File: src/rtl/segment_scan_ctrl_if.sv
// Load port of the segment scan controller.
// A valid/ready handshake that carries one nibble per digit.
interface segment_scan_ctrl_if #(
  parameter int NUM_DIGITS = 4
);
  logic                    load_valid;
  logic                    load_ready;
  logic [4*NUM_DIGITS-1:0] load_value;

  modport master (
    output load_valid,
    output load_value,
    input  load_ready
  );

  modport slave (
    input  load_valid,
    input  load_value,
    output load_ready
  );
endinterface

File: src/rtl/segment_scan_ctrl.sv
// Scans one shared seven-segment driver across several digits.
// Display values are double-buffered and committed at frame boundaries.
module segment_scan_ctrl #(
  parameter int NUM_DIGITS   = 4,
  parameter int DWELL_CYCLES = 50000,
  parameter int BLANK_CYCLES = 500
) (
  input  logic                  Clock,
  input  logic                  Reset,
  segment_scan_ctrl_if.slave    load,
  input  logic [NUM_DIGITS-1:0] digit_enable,
  output logic [NUM_DIGITS-1:0] digit_sel,
  output logic [6:0]            segments,
  output logic                  frame_done
);

  localparam int MAXC = (DWELL_CYCLES > BLANK_CYCLES) ?
                        DWELL_CYCLES : BLANK_CYCLES;
  localparam int TW = (MAXC > 1) ? $clog2(MAXC) : 1;
  localparam int IW = $clog2(NUM_DIGITS);
  localparam int DW = 4 * NUM_DIGITS;

  localparam logic [TW-1:0] T_DWELL = TW'(DWELL_CYCLES - 1);
  localparam logic [TW-1:0] T_BLANK = TW'(BLANK_CYCLES - 1);
  localparam logic [IW-1:0] I_LAST  = IW'(NUM_DIGITS - 1);

  typedef enum logic {
    BLANK,
    SHOW
  } state_t;

  state_t                  state_q, state_d;
  logic [TW-1:0]           timer_q, timer_d;
  logic [IW-1:0]           idx_q, idx_d;
  logic [DW-1:0]           display_q, display_d;
  logic [DW-1:0]           shadow_q, shadow_d;
  logic                    pending_q, pending_d;
  logic [NUM_DIGITS-1:0]   en_q;
  logic [3:0]              nib;
  logic                    lit;

  function automatic logic [6:0] seven_segment(
    input logic [3:0] v
  );
    logic [6:0] s;
    case (v)
      4'h0:    s = 7'h40;
      4'h1:    s = 7'h79;
      4'h2:    s = 7'h24;
      4'h3:    s = 7'h30;
      4'h4:    s = 7'h19;
      4'h5:    s = 7'h12;
      4'h6:    s = 7'h02;
      4'h7:    s = 7'h78;
      4'h8:    s = 7'h00;
      4'h9:    s = 7'h10;
      4'hA:    s = 7'h08;
      4'hB:    s = 7'h03;
      4'hC:    s = 7'h46;
      4'hD:    s = 7'h21;
      4'hE:    s = 7'h06;
      default: s = 7'h0E;
    endcase
    return s;
  endfunction

  always_ff @(posedge Clock) begin
    if (Reset) begin
      state_q   <= BLANK;
      timer_q   <= '0;
      idx_q     <= '0;
      display_q <= '0;
      shadow_q  <= '0;
      pending_q <= 1'b0;
      en_q      <= '0;
    end else begin
      state_q   <= state_d;
      timer_q   <= timer_d;
      idx_q     <= idx_d;
      display_q <= display_d;
      shadow_q  <= shadow_d;
      pending_q <= pending_d;
      en_q      <= digit_enable;
    end
  end

  always_comb begin
    state_d    = state_q;
    timer_d    = timer_q + TW'(1);
    idx_d      = idx_q;
    display_d  = display_q;
    shadow_d   = shadow_q;
    pending_d  = pending_q;
    frame_done = 1'b0;
    unique case (state_q)
      BLANK: begin
        if (timer_q == T_BLANK) begin
          state_d = SHOW;
          timer_d = '0;
        end
      end
      SHOW: begin
        frame_done = (idx_q == I_LAST) &&
                     (timer_q == T_DWELL);
        if (timer_q == T_DWELL) begin
          state_d = BLANK;
          timer_d = '0;
          idx_d   = (idx_q == I_LAST) ?
                    '0 : idx_q + IW'(1);
        end
      end
    endcase
    // Commit needs pending=1 and accept needs pending=0,
    // so a boundary-cycle load waits for the next frame.
    if (frame_done && pending_q) begin
      display_d = shadow_q;
      pending_d = 1'b0;
    end
    if (load.load_valid && !pending_q) begin
      shadow_d  = load.load_value;
      pending_d = 1'b1;
    end
  end

  assign load.load_ready = !pending_q;

  always_comb begin
    nib = 4'h0;
    lit = 1'b0;
    for (int k = 0; k < NUM_DIGITS; k++) begin
      if (IW'(k) == idx_q) begin
        nib = display_q[4*k +: 4];
        lit = en_q[k];
      end
    end
  end

  always_comb begin
    digit_sel = '0;
    segments  = 7'h7F;
    if (state_q == SHOW && lit) begin
      digit_sel = NUM_DIGITS'(1) << idx_q;
      segments  = seven_segment(nib);
    end
  end

endmodule

File: src/flat_wrapper.sv
// flat-port wrapper written by rule: the top's interface ports become plain ports
module segment_scan_ctrl_flat 
#(
  parameter int NUM_DIGITS   = 4,
  parameter int DWELL_CYCLES = 50000,
  parameter int BLANK_CYCLES = 500
)
  (Clock, Reset, digit_enable, digit_sel, segments, frame_done, load_load_valid, load_load_value, load_load_ready);
  segment_scan_ctrl_if #(.NUM_DIGITS(NUM_DIGITS)) load_i ();
  input  logic Clock;
  input  logic Reset;
  input  logic [NUM_DIGITS-1:0] digit_enable;
  output logic [NUM_DIGITS-1:0] digit_sel;
  output logic [6:0] segments;
  output logic frame_done;
  input wire logic [$bits(load_i.load_valid)-1:0] load_load_valid;
  input wire logic [$bits(load_i.load_value)-1:0] load_load_value;
  output wire logic [$bits(load_i.load_ready)-1:0] load_load_ready;
  assign load_i.load_valid = load_load_valid;
  assign load_i.load_value = load_load_value;
  assign load_load_ready = load_i.load_ready;
  segment_scan_ctrl #(.NUM_DIGITS(NUM_DIGITS), .DWELL_CYCLES(DWELL_CYCLES), .BLANK_CYCLES(BLANK_CYCLES)) u_core (.Clock(Clock), .Reset(Reset), .load(load_i), .digit_enable(digit_enable), .digit_sel(digit_sel), .segments(segments), .frame_done(frame_done));
endmodule
File: config.mk
export PLATFORM = sky130hd
export DESIGN_NAME = segment_scan_ctrl_flat
export DESIGN_NICKNAME = d
export VERILOG_FILES = /design/src/rtl/segment_scan_ctrl_if.sv /design/src/rtl/segment_scan_ctrl.sv /design/src/flat_wrapper.sv
export SDC_FILE = /design/constraint.sdc
export NUM_CORES = 1
export LEC_CHECK = 0
export ABC_AREA = 1
export CORE_UTILIZATION = 25
export DETAILED_ROUTE_END_ITERATION = 8
export PLACE_DENSITY = 0.45
export SLEW_MARGIN = 20
export SYNTH_ARGS = -nofsm -noshare
export SYNTH_HDL_FRONTEND = slang
export SYNTH_SLANG_ARGS = --single-unit
File: constraint.sdc
create_clock -name Clock -period 3.6 [get_ports Clock]
set_clock_uncertainty 0.2 [all_clocks]
set_input_delay 1.08 -clock Clock [delete_from_list [all_inputs] [get_ports Clock]]
set_output_delay 1.08 -clock Clock [all_outputs]
set_load 0.01 [all_outputs]
; ---- After elaboration in Yosys (flattened, before gate mapping)
; Memories as Yosys holds them, arrays and structs flattened.
; Index checks and enable logic that the tools add are counted.
[word_totals]
in_bits = 23
word_cells = 46
mem_count = 1
output_inout_bits = 13
mem_bits_ro = 112
reg_bits = 56
[classes]
n_mux = 20
shifts = 1
add_sub_neg = 2
n_bitwise = 1
eq_ne = 6
n_reduce_logical = 8
[mem_list]
columns = name, depth, width, rd, rd_clocked_by_memory_dff, write_ports, line_no
row1 = (no name shown), 16, 7, 1, 0, 0, segment_scan_ctrl.sv:46  ; case (v)
[op_table]
columns = op, count
row1 = $mux W16, 2
row2 = $pmux W16 S2, 1
row3 = $mux W4, 5
row4 = $add A16 B1 Y16 const B, 1
row5 = $eq A16 B16 Y1 const B, 1
row6 = $eq A16 B9 Y1 const B, 1
row7 = $mux W1, 9
row8 = $mux W7, 1
row9 = $eq A2 B2 Y1 const A, 2
row10 = $logic_and A1 B1 Y1, 4
row11 = $shl A1 B2 Y4 const A, 1
row12 = $add A2 B1 Y2 const B, 1
row13 = $eq A1 B2 Y1 const A, 1
row14 = $eq A2 B2 Y1 const B, 1
row15 = $logic_not A2 Y1, 1
row16 = $mux W2, 1
row17 = $pmux W1 S2, 1
row18 = $reduce_and A2 Y1, 1
row19 = $reduce_bool A2 Y1, 1
row20 = $logic_not A1 Y1, 1
row21 = $not A1 Y1, 1

; ---- Longest topological paths before layout
; Gate-level depths: netlist of the first run.
[logic_depth]
word_depth = 7
ltp_mapped = 13
depth_no_buf = 13

; ---- Least setup slack after synthesis of the first run
; OpenSTA, ideal clock, no wires.
[synth_timing]
kind = reg2out
from = register u_core.idx_q[0]
to = output segments[5]
path_buffers = 1
slack_ns = 0.266
arrival_time_ns = 2.054
required_ns = 2.320
path_stages_with_launch = 13
path_cell_list = dfxtp_1 > inv_1 > ha_1 > buf_2 > a21oi_1 > nand2_1 > a21boi_0 > inv_1 > ha_1 > nand2_1 > o21ai_0 > nand2_1 > nand3_1
[synth_via]
elab_chain_cells = 7
word_cells_on_any_way = 15
classes_between = eq/ne (3) / mux (9) / reduce/logical (2) / memory (1)
[synth_rtl]
columns = item, line_no
row1 = "start, declared", segment_scan_ctrl.sv:34  ; logic [IW-1:0] idx_q, idx_d;
row2 = "start signal, assigned", segment_scan_ctrl.sv:79  ; idx_q <= idx_d;
row3 = $logic_not A2 Y1, segment_scan_ctrl.sv:131  ; if (IW'(k) == idx_q) begin
row4 = $mux W4 or $mux W1 (tied branches) (4 in series), segment_scan_ctrl.sv:131
row5 = $mem_v2 Z16 W7 or $logic_and A1 B1 Y1 (tied branches), -
row6 = $mux W7 *, segment_scan_ctrl.sv:141  ; if (state_q == SHOW && lit) begin
row7 = "end, declared", flat_wrapper.sv:14  ; output logic [6:0] segments;
; Every way passes the cells marked *; elsewhere a longest branch is shown, timed or not.

; ---- Worst setup path after layout of the first run
[layout_timing]
from = register u_core.idx_q[1]
to = output digit_sel[2]
[layout_via]
elab_chain_cells = 7
word_cells_on_any_way = 11
classes_between = eq/ne (3) / shift (1) / mux (5) / reduce/logical (2)
[layout_rtl]
columns = item, line_no
row1 = $logic_not A2 Y1, segment_scan_ctrl.sv:131
row2 = $mux W1 (4 in series), segment_scan_ctrl.sv:131
row3 = $logic_and A1 B1 Y1, segment_scan_ctrl.sv:141
row4 = $mux W4 *, segment_scan_ctrl.sv:141
row5 = "end, declared", flat_wrapper.sv:13  ; output logic [NUM_DIGITS-1:0] digit_sel;
; Marks and branches as above.

==> impl_metrics.yaml, run 1 <==
outcome:
  status: "finished, final reports clean"
yosys:
  synth.distinct_cells: 28
  syn-cell-area_um2: 2803
  synth.net_count: 446
  synth.ff_latch_count: 56
  yosys_warnings: 0
  synth_cells: 412
  ys_seq_area_frac: 0.4000
  synth_top_cell_by_area: "dfxtp_1"
  netlist_top_cells_area: "dfxtp_1 (40%), nor2_1 (14%), nand2_1 (11%), inv_1 (5.9%), ha_1 (4.9%)"
  synthDominantCellAreaShare: 0.4000
  syn_area_per_cell_um2: 6.803
routing:
  dr_wl_met3_um: 268
  met2_length_um: 2571
  drt_iter0_drc: 57
  wl_per_cell_um: 10.48
  drc_errors: 0
  top_layer: "met4"
  m1WireLength_um: 3327
  route.vias.total: 2470
  antenna_left: 0
  viasPerCell: 4.117
  wl_um: 6288
  first_pass_iters: 5
finish:
  nets: 493
  finalNonFillerCells: 600
  diodes: 0
  fillers: 1206
  drive_gt1_frac: 0.1283
  area_growth_pct: 26.07
  stdcell_area_um2: 3533
floorplanning:
  die_h_um: 107.9
  die_w_um: 107.9
  placement_rows: 38
  core_um2: 10890
  die-area_um2: 11640
  io-pin-count: 36
  start_util: 0.2574
global_routing:
  grt_pass1_vias: 2259
  track_usage: 0.1132
  overflow: 0
  grt_start_max_net_pins: 36
  antenna_found_initial: 0
  grt_first_pass_wirelength_um: 10360
clock_network:
  clock_path_buffers: 2
  path_clk_slew_ns: 0.10
  clkLatencyLatePin_ns: 0.32
  cts.sinks: 56
  cts-buffers-inserted: 5
  clock_tree.root_cell: "clkbuf_8"
  h-tree-depth: 2
  cts_tree: "yes"
critical_path:
  required_ns: 2.32
  crit_chain: "buf_4, ha_4, buf_4, inv_1, o211ai_1, a21oi_2, inv_1, nor2_1, clkdlybuf4s50_1"
  crit_path_top_delay_cell: "clkdlybuf4s50_1"
  arrival_ns: 2.19
  cp_top_family: "buffers and inverters"
  crit_fanout: 8
  endpoint_kind: "primary output"
  critPathKind: "register to primary output"
  path_buf_inv: 5
  max_stage_delay_ns: 0.54
  cp-start-kind: "register"
power:
  powerDensity_nw_per_um2: 305.1
  p_leak_nw: 1.559
  finalPower_mw: 1.078
  irDropWorstVdd_v: 0.0001293
worst_hold_path:
  min_path_type: "register to register"
sta:
  fin_hold_ws_ns: 0.2892
  worstMarginPinSlew_ns: 0.4983
  period_needed_ns: 3.469
  slew_headroom: 0.6669
  min_period_over_period: 0.9635
  hold_violations: 0
  drv_slew: 0
  setup_viol: 0
  rsz0062_at_grt: "true"
  clock.fmax_mhz: 288.3
place:
  hpwlAfterDp_um: 4562
  placedCellCount: 588
  place.port_buffers: 35
  detailed_place.area_um2: 3356
  gp_congestion: 0.8329
run:
  cap_violations: 0
layer usage:
layer,vias to the layer above,global-route usage
met2,54,0.1699
li1,1372,-
met4,0,0.04403
met3,12,0.02240
met1,1032,0.1576
met5,-,0
where the power goes:
| group | internal, mW | switching [mW] | leakage (nW) |
|---|---|---|---|
| clock | 0.139 | 0.214 | 0.0445 |
| sequential | 0.638 | 0.0112 | 0.458 |
| combinational | 0.0389 | 0.0370 | 1.06 |
sequential cells by signal, indices dropped and copies added (netlist names):
| name | count |
|---|---|
| u_core.pending_q | 1 |
| u_core.shadow_q | 16 |
| u_core.state_q | 1 |
| u_core.timer_q | 16 |
| u_core.en_q | 4 |
| u_core.display_q | 16 |
| u_core.idx_q | 2 |
cell usage in the layout, fill, tap and decap left out, types with 2 or more instances in the layout:
cell type / count
buf_4: 18
clkdlybuf4s50_1: 26
inv_1: 40
o21ai_0: 21
o211ai_1: 2
inv_2: 7
nor2_2: 2
ha_4: 4
nor3_1: 8
nand4_1: 4
clkbuf_8: 5
a21oi_1: 15
ha_1: 5
nand2_2: 4
dlymetal6s2s_1: 2
xor2_1: 10
nor2_4: 2
nor2_1: 102
ha_2: 2
nand3_1: 23
clkbuf_2: 5
nand2_1: 82
dfxtp_1: 54
worst reg2reg max path: stages, from the launching register on:
cell     delay (ns)
dfxtp_1        0.35
ha_2           0.21
nand2_1        0.08
nor2_2         0.14
nand3_2        0.11
nor2_4         0.13
nand4_4        0.38
nor2_1         0.25
nor2_1         0.07
final timing paths:
path         cells after the start                     startpoint                           endpoint  slack (ns)
max                              9   u_core.idx_q[1]$_SDFFE_PP0P_                       digit_sel[2]        0.13
max reg2reg                      8   u_core.timer_q[0]$_SDFF_PP0_  u_core.display_q[14]$_SDFFE_PP0P_        1.60
min                              2  u_core.timer_q[14]$_SDFF_PP0_      u_core.timer_q[14]$_SDFF_PP0_        0.29
min reg2reg                      2  u_core.timer_q[14]$_SDFF_PP0_      u_core.timer_q[14]$_SDFF_PP0_        0.29
cells in the mapped netlist, drive strengths merged:
| cell type | n |
|---|---|
| xor2 | 10 |
| buf | 11 |
| nand3b | 1 |
| nand4 | 5 |
| clkinv | 1 |
| clkbuf | 2 |
| nand3 | 24 |
| a21boi | 1 |
| nand2 | 87 |
| nor2 | 106 |
| o21ai | 22 |
| xnor2 | 1 |
| nor3 | 8 |
| nor3b | 1 |
| inv | 47 |
| a21oi | 16 |
| dfxtp | 56 |
| ha | 11 |
| o211ai | 2 |
logic make-up after synthesis:
family,synth area share
adders and majority gates,0.04911
DFF,0.4000
xor gates and xnor gates,0.03437
buffers and inverters,0.09197
and+or+nand+nor,0.3473
AOI/OAI and AO/OA,0.07723
final cells by class:
cell class	instances	area (um2)	share of cell area
Clock inverter	3	21.27	0.006020
Inverter	48	180.2	0.05099
Multi-Input combinational cell	295	1498	0.4239
Sequential cell	56	1126	0.3187
Clock buffer	5	68.82	0.01948
Tap cell	140	175.2	0.04958
Timing Repair Buffer	53	464.2	0.1314
stage by stage:
stage / util / TNS, ns / setup slack (ns)
global placement: 0.3082 / 0 / 0.03998
floorplan: - / 0 / 0.2662
detailed placement: 0.3082 / -0.08937 / -0.03141
CTS: 0.3227 / 0 / 0.001947
finish: 0.3245 / 0 / 0.1313
global route: 0.3245 / -0.04333 / -0.02248
what timing repair did:
| item | CTS | global route |
|---|---|---|
| hold buffers | 0 | 0 |
| gates resized for setup | 27 | 17 |
| setup buffers | 3 | 1 |
| setup endpoints to repair | 10 | 10 |
| pin swaps | 0 | 0 |
(Power assumes the default switching activity.)
==> run 2, diff against run 1 <==
--- a/config.mk
+++ b/config.mk
@@ -7,6 +7,7 @@
 export LEC_CHECK = 0
 export ABC_AREA = 1
 export CORE_UTILIZATION = 25
+export CTS_CLUSTER_SIZE = 40
 export DETAILED_ROUTE_END_ITERATION = 8
 export PLACE_DENSITY = 0.45
 export SLEW_MARGIN = 20
==> results of run 2 <==
Final layout, timing and power as in run 1 (identical DEF).
==> run 3, diff against run 2 <==
--- a/config.mk
+++ b/config.mk
@@ -6,6 +6,7 @@
 export NUM_CORES = 1
 export LEC_CHECK = 0
 export ABC_AREA = 1
+export CORE_MARGIN = 2
 export CORE_UTILIZATION = 25
 export CTS_CLUSTER_SIZE = 40
 export DETAILED_ROUTE_END_ITERATION = 8
==> impl_metrics.yaml, run 3 (synthesis results as in run 1) <==
routing:
  viasPerCell: 4.129
  wl_per_cell_um: 10.49
  drc_errors: 0
  route.vias.total: 2469
  wl_um: 6274
  antenna_left: 0
  drt_iter0_drc: 94
  first_pass_iters: 4
critical_path:
  required_ns: 2.32
  max_stage_delay_ns: 0.35
  crit_fanout: 6
  crit_chain: "buf_4, ha_4, inv_2, nand3_1, nand2_1, a21boi_1, buf_4, inv_1, ha_1, nand2_1, o211ai_1, clkdlybuf4s15_1"
  arrival_ns: 2.13
  crit_path_top_delay_cell: "dfxtp_2"
  cp-start-kind: "register"
  endpoint_kind: "primary output"
  cp_top_family: "buffers and inverters"
  reg2reg_slack_ns: 1.55
  path_buf_inv: 5
  critPathKind: "register to primary output"
power:
  intPower_mw: 0.8205
  seqPwrFrac: 0.598
  finalPower_mw: 1.086
  powerDensity_nw_per_um2: 310.3
  p_leak_nw: 1.568
  irDropWorstVdd_v: 0.0001940
  power_switching_mw: 0.2657
  swShare: 0.2446
  clkPwrFrac: 0.331
  p_comb_frac: 0.071
worst_hold_path:
  min_path_type: "register to register"
finish:
  stdcell_area_um2: 3501
  area_growth_pct: 24.91
  multiInputGateArea_um2: 1479
  drive_gt1_frac: 0.1288
  fillers: 1217
  finalNonFillerCells: 598
  final_common_cell: "nor2_1"
  layout_common_cells: "nor2_1 (102), nand2_1 (82), dfxtp_1 (54), inv_1 (41), clkdlybuf4s50_1 (25)"
  nets: 491
  regArea_um2: 1124
  diodes: 0
  reg_top3: "u_core.display_q x16, u_core.shadow_q x16, u_core.timer_q x16"
sta:
  rsz0062_at_grt: "false"
  slew_headroom: 0.6481
  hold_violations: 0
  period_needed_ns: 3.415
  min_period_over_period: 0.9486
  setup_viol: 0
  clock.fmax_mhz: 292.8
  setup_tns_ns: 0
  drv_slew: 0
  worstMarginPinSlew_ns: 0.5263
clock_network:
  clkLatencyLatePin_ns: 0.31
  clock_path_buffers: 2
  hold_buffers: 0
  path_clk_slew_ns: 0.11
  h-tree-depth: 2
  cts_tree: "yes"
  cts-buffers-inserted: 5
  clock_tree.root_cell: "clkbuf_8"
  cts.sinks: 56
place:
  gp_congestion: 0.8320
  detailed_place.area_um2: 3348
  place.port_buffers: 35
  hpwlAfterDp_um: 4602
  placedCellCount: 587
floorplanning:
  die_h_um: 109.9
  placement_rows: 38
  die_w_um: 109.9
  io-pin-count: 36
  core_um2: 10890
  start_util: 0.2574
  die-area_um2: 12070
run:
  cap_violations: 0
global_routing:
  grt_start_max_net_pins: 36
  overflow: 0
  track_usage: 0.1102
  grt_first_pass_wirelength_um: 10520
  antenna_found_initial: 0
  grt_pass1_vias: 2226
outcome:
  status: "finished, final reports clean"
==> run 3: cell types whose count changed in the layout (fill, tap and decap cells not counted), moves of 2 or more <==
cell,previous run,this run
ha_2,2,5
buf_4,18,16
clkinv_4,0,2
ha_4,4,2
==> run 3: worst min-delay path, cell delays in order (launching register included) <==
cell     delay, ns
dfxtp_1       0.34
nand2_1       0.06
a21oi_1       0.05
==> run 3: cell type report <==
cell class                      count  share of cell area
Multi-Input combinational cell    295              0.4224
Sequential cell                    56              0.3209
Timing Repair Buffer               51              0.1279
Inverter                           48             0.05147
Tap cell                          140             0.05004
Clock buffer                        5             0.01966
Clock inverter                      3            0.007505
==> run 3: power groups by stage <==
| stage | clock, mW | combinational (mW) | sequential [mW] |
|---|---|---|---|
| global placement | 0 | 0.0773 | 0.664 |
| global route | 0.398 | 0.0877 | 0.653 |
| finish | 0.360 | 0.0767 | 0.650 |
| CTS | 0.378 | 0.0784 | 0.650 |
| detailed placement | 0 | 0.0782 | 0.664 |
| floorplan | 0 | 0.0407 | 0.662 |
==> run 3: timing repair <==
item,4_1_cts,5_1_grt
endpoints found under the setup margin,9,11
pin swaps,0,2
buffers inserted,2,1
resized for setup,23,21
==> run 3: per-layer routing <==
layer	GRT usage	share of wire	vias to the layer above
met5	0	0	-
met4	0.02984	0.010	0
li1	-	-	1364
met1	0.1587	0.55	1060
met3	0.02193	0.040	4
met2	0.1661	0.40	41
==> run 3: final timing paths <==
kind,start,to,cells after the start
min reg2reg,u_core.timer_q[14]$_SDFF_PP0_,u_core.timer_q[14]$_SDFF_PP0_,2
max reg2reg,u_core.timer_q[0]$_SDFF_PP0_,u_core.display_q[5]$_SDFFE_PP0P_,8
min,u_core.timer_q[14]$_SDFF_PP0_,u_core.timer_q[14]$_SDFF_PP0_,2
max,u_core.idx_q[0]$_SDFFE_PP0P_,segments[2],12
==> run 3: per-stage QoR <==
step	hold slack, ns	util	setup slack (ns)
6_report	0.2884	0.3215	0.1851
5_1_grt	0.3106	0.3215	0.005808
4_1_cts	0.2914	0.3204	0.02012
3_5_place_dp	0.2740	0.3075	-0.004149
3_3_place_gp	0.2701	0.3075	0.03459
2_1_floorplan	0.2521	-	0.2662
